**config.mk**
```make
export PLATFORM = sky130hd
export DESIGN_NAME = instruction_queue
export DESIGN_NICKNAME = d
export VERILOG_FILES = /design/src/rtl/instruction_queue_pkg.sv /design/src/rtl/instruction_queue.sv
export SDC_FILE = /design/constraint.sdc
export NUM_CORES = 1
export LEC_CHECK = 0
export BUFFER_PORTS_ARGS = -buffer_cell sky130_fd_sc_hd__buf_4
export CAP_MARGIN = 10
export CORE_AREA = 2 2 268 270
export DETAILED_ROUTE_END_ITERATION = 8
export DIE_AREA = 0 0 270 272
export PLACE_DENSITY_LB_ADDON = 0.3
export SLEW_MARGIN = 20
export SYNTH_ARGS = -nofsm -noshare
export SYNTH_HDL_FRONTEND = slang
export SYNTH_SLANG_ARGS = --single-unit
```
**constraint.sdc**
```tcl
create_clock -name clk_in -period 17.4 [get_ports clk_in]
set_input_delay 0 -clock clk_in [delete_from_list [all_inputs] [get_ports clk_in]]
set_output_delay 0 -clock clk_in [all_outputs]
set_load 0.05 [all_outputs]
```
**src/rtl/instruction_queue_pkg.sv**
```systemverilog
// Shared constants and the queue entry layout for the fetch-to-decode instruction queue.
package instruction_queue_pkg;

  localparam int   IQ_DEPTH_DEF = 16;
  localparam int   INST_W       = 32;
  localparam logic TRUE         = 1'b1;
  localparam logic FALSE        = 1'b0;

  typedef struct packed {
    logic [INST_W-1:0] inst;
    logic [INST_W-1:0] pc;
    logic              pred_jump;
  } iq_entry_t;

endpackage

```
**src/rtl/instruction_queue.sv**
```systemverilog
// Circular instruction queue between fetch and decode; IQ_BYPASS_EN enables the empty-queue bypass.
// Latency: 2 cycles push-to-issue (1 cycle when bypassing an empty queue).
// Backpressure: iq_full_out stops fetch; issue_ready_in low holds entries; rdy_in low freezes everything.
module instruction_queue
  import instruction_queue_pkg::*;
#(
  parameter int IQ_DEPTH = IQ_DEPTH_DEF,
  parameter int PTR_W    = 4
) (
  input  logic              clk_in,
  input  logic              rst_in,
  input  logic              rdy_in,
  input  logic              roll_back,
  input  logic              if_valid,
  input  logic [INST_W-1:0] if_inst,
  input  logic [INST_W-1:0] if_pc,
  input  logic              if_pred_jump,
  input  logic              issue_ready_in,
  output logic              iq_full_out,
  output logic              issue_valid,
  output logic [INST_W-1:0] issue_inst,
  output logic [INST_W-1:0] issue_pc,
  output logic              issue_pred_jump
);

  localparam logic [PTR_W:0] FULL_CNT = (PTR_W+1)'(IQ_DEPTH);

  iq_entry_t        mem_q [IQ_DEPTH];
  logic [PTR_W-1:0] head_q, head_d;
  logic [PTR_W-1:0] tail_q, tail_d;
  logic [PTR_W:0]   count_q, count_d;
  logic             issue_valid_q, issue_valid_d;
  iq_entry_t        issue_q, issue_d;
  iq_entry_t        in_entry;
  logic             wr_en;
  logic             push_ok;
  logic             pop_ok;
  logic             bypass;

  assign in_entry    = '{inst: if_inst, pc: if_pc, pred_jump: if_pred_jump};
  assign iq_full_out = (count_q == FULL_CNT);
  // Full test uses the pre-edge count, so a pop never makes room for a same-cycle push.
  assign push_ok     = if_valid && !iq_full_out;
  assign pop_ok      = (count_q != '0) && issue_ready_in;

`ifdef IQ_BYPASS_EN
  assign bypass = (count_q == '0) && if_valid && issue_ready_in;
`else
  assign bypass = FALSE;
`endif

  always_comb begin
    head_d        = head_q;
    tail_d        = tail_q;
    count_d       = count_q;
    issue_valid_d = issue_valid_q;
    issue_d       = issue_q;
    wr_en         = FALSE;
    if (rdy_in) begin
      issue_valid_d = FALSE;
      if (roll_back) begin
        head_d  = '0;
        tail_d  = '0;
        count_d = '0;
      end else if (bypass) begin
        issue_d       = in_entry;
        issue_valid_d = TRUE;
      end else begin
        if (push_ok) begin
          wr_en  = TRUE;
          tail_d = tail_q + 1'b1;
        end
        if (pop_ok) begin
          issue_d       = mem_q[head_q];
          issue_valid_d = TRUE;
          head_d        = head_q + 1'b1;
        end
        if (push_ok && !pop_ok) begin
          count_d = count_q + 1'b1;
        end else if (!push_ok && pop_ok) begin
          count_d = count_q - 1'b1;
        end
      end
    end
  end

  always_ff @(posedge clk_in) begin
    if (!rst_in) begin
      head_q        <= '0;
      tail_q        <= '0;
      count_q       <= '0;
      issue_valid_q <= FALSE;
      issue_q       <= '0;
    end else begin
      head_q        <= head_d;
      tail_q        <= tail_d;
      count_q       <= count_d;
      issue_valid_q <= issue_valid_d;
      issue_q       <= issue_d;
    end
  end

  always_ff @(posedge clk_in) begin
    if (wr_en && rst_in) begin
      mem_q[tail_q] <= in_entry;
    end
  end

  assign issue_valid     = issue_valid_q;
  assign issue_inst      = issue_q.inst;
  assign issue_pc        = issue_q.pc;
  assign issue_pred_jump = issue_q.pred_jump;

endmodule

```
# Yosys cells after proc, flatten, opt, wreduce, memory -nomap -nowiden
# Memories as Yosys holds them, arrays and structs flattened. A register that Yosys moved wholly into a read port is not among the register bits.
# Index checks and enable logic that the tools add are counted.
# totals
register_bits	14
ram_bits	1040
in_bits	71
output_inout_bits	67
elab_cells	42
memories	1
# classes
add_sub_neg	4
n_eq_ne	1
mux	14
bitwise_logic	1
n_reduce_logical	17
# mem_list
name	depth	word_bits	rd	rd_ports_with_merged_regs	wr	line_no	source
mem_q	16	65	1	1	1	instruction_queue.sv:28	iq_entry_t mem_q [IQ_DEPTH];
# ops
cell	n
2-to-1 mux 4 bit	4
2-to-1 mux 5 bit	3
adder 4 x 1 -> 4 bit (second input constant)	2
2-to-1 mux 1 bit	7
AND reduction 2 bit	3
adder 5 x 1 -> 5 bit (second input constant)	1
equality test 5 bit (second input constant)	1
logical AND 1 bit	5
nonzero test 5 bit	1
subtractor 5 x 1 -> 5 bit (second input constant)	1
logical NOT 1 bit	4
nonzero test 2 bit	2
AND reduction 3 bit	1
nonzero test 3 bit	1
inverter 1 bit	1

# Logic depth before layout (Yosys ltp)
# logic_depth
depth_word	9
mapped_depth	9
ltp_nobuf	8

# Worst setup path before layout
# OpenSTA, ideal clock, no wires.
# synth_path
path_kind	register -> register
startpoint	reg count_q[0]
endpoint	mem mem_q[0][0] in the netlist's numbering, enable pin
setup_time_ps	568
arrival_ps	5440
required_ps	16832
setup_slack_ps	11392
path_stages_with_launch	6
path_buffers	0
synth_period_minus_slack_ps	6008
path_cell_list	dfxtp_1 > nor4_1 > a21oi_1 > and3_1 > nand2_1 > nor3_1
# synth_between
elab_chain_len	9
# synth_lines
item	line_no	source
from (decl)	instruction_queue.sv:31	logic [PTR_W:0] count_q, count_d;
from (signal assigned)	instruction_queue.sv:97	count_q <= count_d;
equality test 5 bit	instruction_queue.sv:41	assign iq_full_out = (count_q == FULL_CNT);
logical NOT 1 bit	instruction_queue.sv:43	assign push_ok = if_valid && !iq_full_out;
logical AND 1 bit	instruction_queue.sv:43	
2-to-1 mux 1 bit	instruction_queue.sv:69	if (push_ok) begin
2-to-1 mux 1 bit	instruction_queue.sv:61	if (roll_back) begin
2-to-1 mux 1 bit	instruction_queue.sv:59	if (rdy_in) begin
logical AND 1 bit	instruction_queue.sv:104	if (wr_en && rst_in) begin
2-to-1 mux 1 bit	instruction_queue.sv:104	
2-to-1 mux 1 bit (implied by the code)	instruction_queue.sv:105	mem_q[tail_q] <= in_entry;
to (decl)	instruction_queue.sv:28	
# Every way passes these cells.

# Worst setup path after layout
# layout_path
startpoint	reg head_q[1]
endpoint	reg head_q[3]
# layout_between
elab_chain_len	3
# layout_lines
item	line_no	source
from (decl)	instruction_queue.sv:29	logic [PTR_W-1:0] head_q, head_d;
from (signal assigned)	instruction_queue.sv:89	head_q <= '0;
from (signal assigned)	instruction_queue.sv:95	head_q <= head_d;
adder 4 x 1 -> 4 bit	instruction_queue.sv:76	head_d = head_q + 1'b1;
2-to-1 mux 4 bit	instruction_queue.sv:73	if (pop_ok) begin
2-to-1 mux 4 bit	instruction_queue.sv:61	
# Every way passes these cells. The select of a mux whose other input is x is not followed.
# A chain may end at the register's enable or synchronous reset.

==> results_dict.tcl <==
set metrics [dict create \
    synth_edf_count 1040 \
    fin_crit_sh_pct 21.6 \
    cts.path.max_buffers 3 \
    drv_slew 0 \
    setup_violations 0 \
    track_usage_pct 25.1 \
    finalNonFillerCells 3156 \
    finalNetCount 2193 \
    yosysSeqAreaShare_pct 78.2 \
    ff2ff_setup_slack_ns 13.65 \
    antenna_found_initial 2 \
    viasPerCell 6.38 \
    synth.area.top_cells "edfxtp_1, mux4_2, dfxtp_1, mux2i_1, a22o_1" \
    cts_buffers 107 \
    fin_tns_setup_ns 0 \
    clock_skew_ns 0.0235 \
    grt_setup_unrepaired "no" \
    drt_iter0_markers 2313 \
    p_leak_nw 15.0 \
    p_per_area_mw_per_mm2 114 \
    cp-start-kind "register" \
    cp_max_fo 71 \
    areaGrowthSynthToFinish_pct 15.2 \
    max_cap_viol_count 0 \
    finalCriticalPeriod_ns 3.75 \
    run_status "complete, no violations" \
    drt-total-wl_um 91200 \
    crit_required_ns 17.93 \
    ff2ff_path_depth 6 \
    ant_nets 0 \
    tightest_slew_ns 1.14 \
    coreArea_mm2 0.0708 \
    std_cell_rows 98 \
    setup.worst_path.end "head_q[3]" \
    hold_path.class "input port to register" \
    place_inst 2877 \
    ys_types 49 \
    grt_pass1_wl_um 135000 \
    dpl_cell_area_mm2 0.0441 \
    r2r_end "head_q[3]" \
    portBuffers 137 \
    netlist_instances 1860 \
    synth.top_cells.by_count "edfxtp_1, mux4_2, dfxtp_1, o21ai_0" \
    end_kind "register" \
    cp-startpoint "head_q[1]" \
    critPathKind "register to register" \
    synthArstFlopShare_pct 0 \
    clkPwrFrac_pct 41.5 \
    htree_levels 3 \
    hold_violations 0 \
    syn-num-nets 1941 \
    synth_area_per_cell_um2 22.6 \
    whs_ns 0.182 \
    netlist.area_leader.share_pct 74.4 \
    p_sw_share_pct 20.4 \
    die_w_um 270 \
    hpwl_um 43500 \
    drcViolationCount 0 \
    synthFlopType "edfxtp_1" \
    combPwrFrac_pct 4.6 \
    synth_warnings 0 \
    grt.overflow.total 0 \
    vias 20100 \
    r2r_start "head_q[1]" \
    syn_area_mm2 0.0420 \
    die_h_um 272 \
    routedWlPerCell_um 28.9 \
    dieArea_mm2 0.0734 \
    grt_pass1_vias 20800 \
    final_util_pct 68.3 \
    worstSkewPairLatency_ns 0.66 \
    cts_root_buf "clkbuf_16" \
    synth_top_cell_by_area "edfxtp_1" \
    drive_above_1_share_pct 28.1 \
    io_pins 138 \
    ir_drop_mv 0.0852 \
    clock.fmax_mhz 266 \
    cts_setup_buffers 0 \
    cts_num_sinks 1119 \
    first_pass_iters 5 \
    intPower_w 0.00439 \
    start_util_pct 59.3 \
    synth.most_common_cell "edfxtp_1" \
    grt_max_degree 116 \
    switchingPower_w 0.00112 \
    gp_congestion 0.737 \
    cp.arrival_ns 4.28 \
    seqPwrFrac_pct 53.8 \
    ys_seq_elements 1119 \
    clk_pin_slew_ns 0.06 \
    final_area_mm2 0.0484 \
    relSlewSlack_pct 23.8 \
    cts_tree "yes" \
]
[registers in the layout, summed over array words and instances (netlist names)]
name / cells
issue_pc: 32
issue_valid: 1
head_q: 4
issue_inst: 32
mem_q: 1040
count_q: 5
tail_q: 4
issue_pred_jump: 1
[routing by layer]
layer	wire length [um]	vias up	track usage [%]
met5	7	-	0
met4	2200	2	7.50
met3	6870	156	3.64
met2	46700	936	42.3
met1	35400	10600	34.7
li1	-	8420	-
[critical path, stage by stage, from the launching register on]
cell and delay [ns]:
dfxtp_4 0.54, buf_4 0.69, buf_4 0.93, nand4_1 0.26, and3b_1 0.25, o31a_1 0.26
dlygate4sd3_1 0.55
[layout make-up]
cell class / count / area [um^2]
Sequential cell: 1119 / 32800
Clock inverter: 55 / 503
Tap cell: 950 / 1190
Timing Repair Buffer: 249 / 2070
Fill cell: 4297 / 22400
Clock buffer: 147 / 3000
Multi-Input combinational cell: 629 / 8740
Inverter: 6 / 22.5
Antenna cell: 1 / 2.50
[logic make-up after synthesis]
group	after synthesis	synth area share [%]
AO/OA/AOI/OAI	229	3.87
XOR/XNOR	3	0.0626
flip-flops	1119	78.2
AND/OR/NAND/NOR	60	0.722
multiplexers	327	15.6
adder cells (fa/ha/maj)	10	0.316
buffers and inverters	112	1.28
[worst min-delay path by stage]
stage                      start            end  slack [ns]  cells past startpoint
floorplan           if_pred_jump    mem_q[0][0]         0.1                      0
global placement     if_inst[12]   mem_q[2][45]        0.29                      1
detailed placement     if_pc[31]  mem_q[10][32]        0.30                      1
CTS                    if_pc[15]  mem_q[13][16]        0.15                      2
global route           if_pc[15]  mem_q[13][16]        0.19                      2
finish                 if_pc[16]   mem_q[1][17]        0.18                      2
[power by group through the flow]
stage	clock [W]	combinational [W]	sequential (W)
floorplan	0	0.000133	0.00305
global placement	0	0.000234	0.00302
detailed placement	0	0.000242	0.00302
CTS	0.00232	0.000258	0.00297
global route	0.00242	0.000275	0.00297
finish	0.00229	0.000256	0.00297
[cells in the final DEF (no fill, tap or decap), types with 65 or more instances in the layout]
cell and count:
mux2i_1 66, dlygate4sd3_1 76, buf_4 172, a22oi_1 66
clkbuf_16 110, dfxtp_1 75, edfxtp_1 1040, mux4_2 260
o21ai_0 73, a22o_1 65
[timing repair]
item / 4_1_cts / 5_1_grt
gates resized for setup: 0 / 0
hold endpoints to repair: 1054 / 0
hold buffers: 76 / 0
[per-stage QoR]
step | setup slack, ns | total power (W)
final | 13.65 | 0.00551
after detailed placement | 13.59 | 0.00327
after global placement | 13.62 | 0.00326
after floorplan | 11.39 | 0.00318
after global routing | 13.31 | 0.00567
after CTS | 13.59 | 0.00555
No activity file was read; power rests on OpenSTA's default activity.
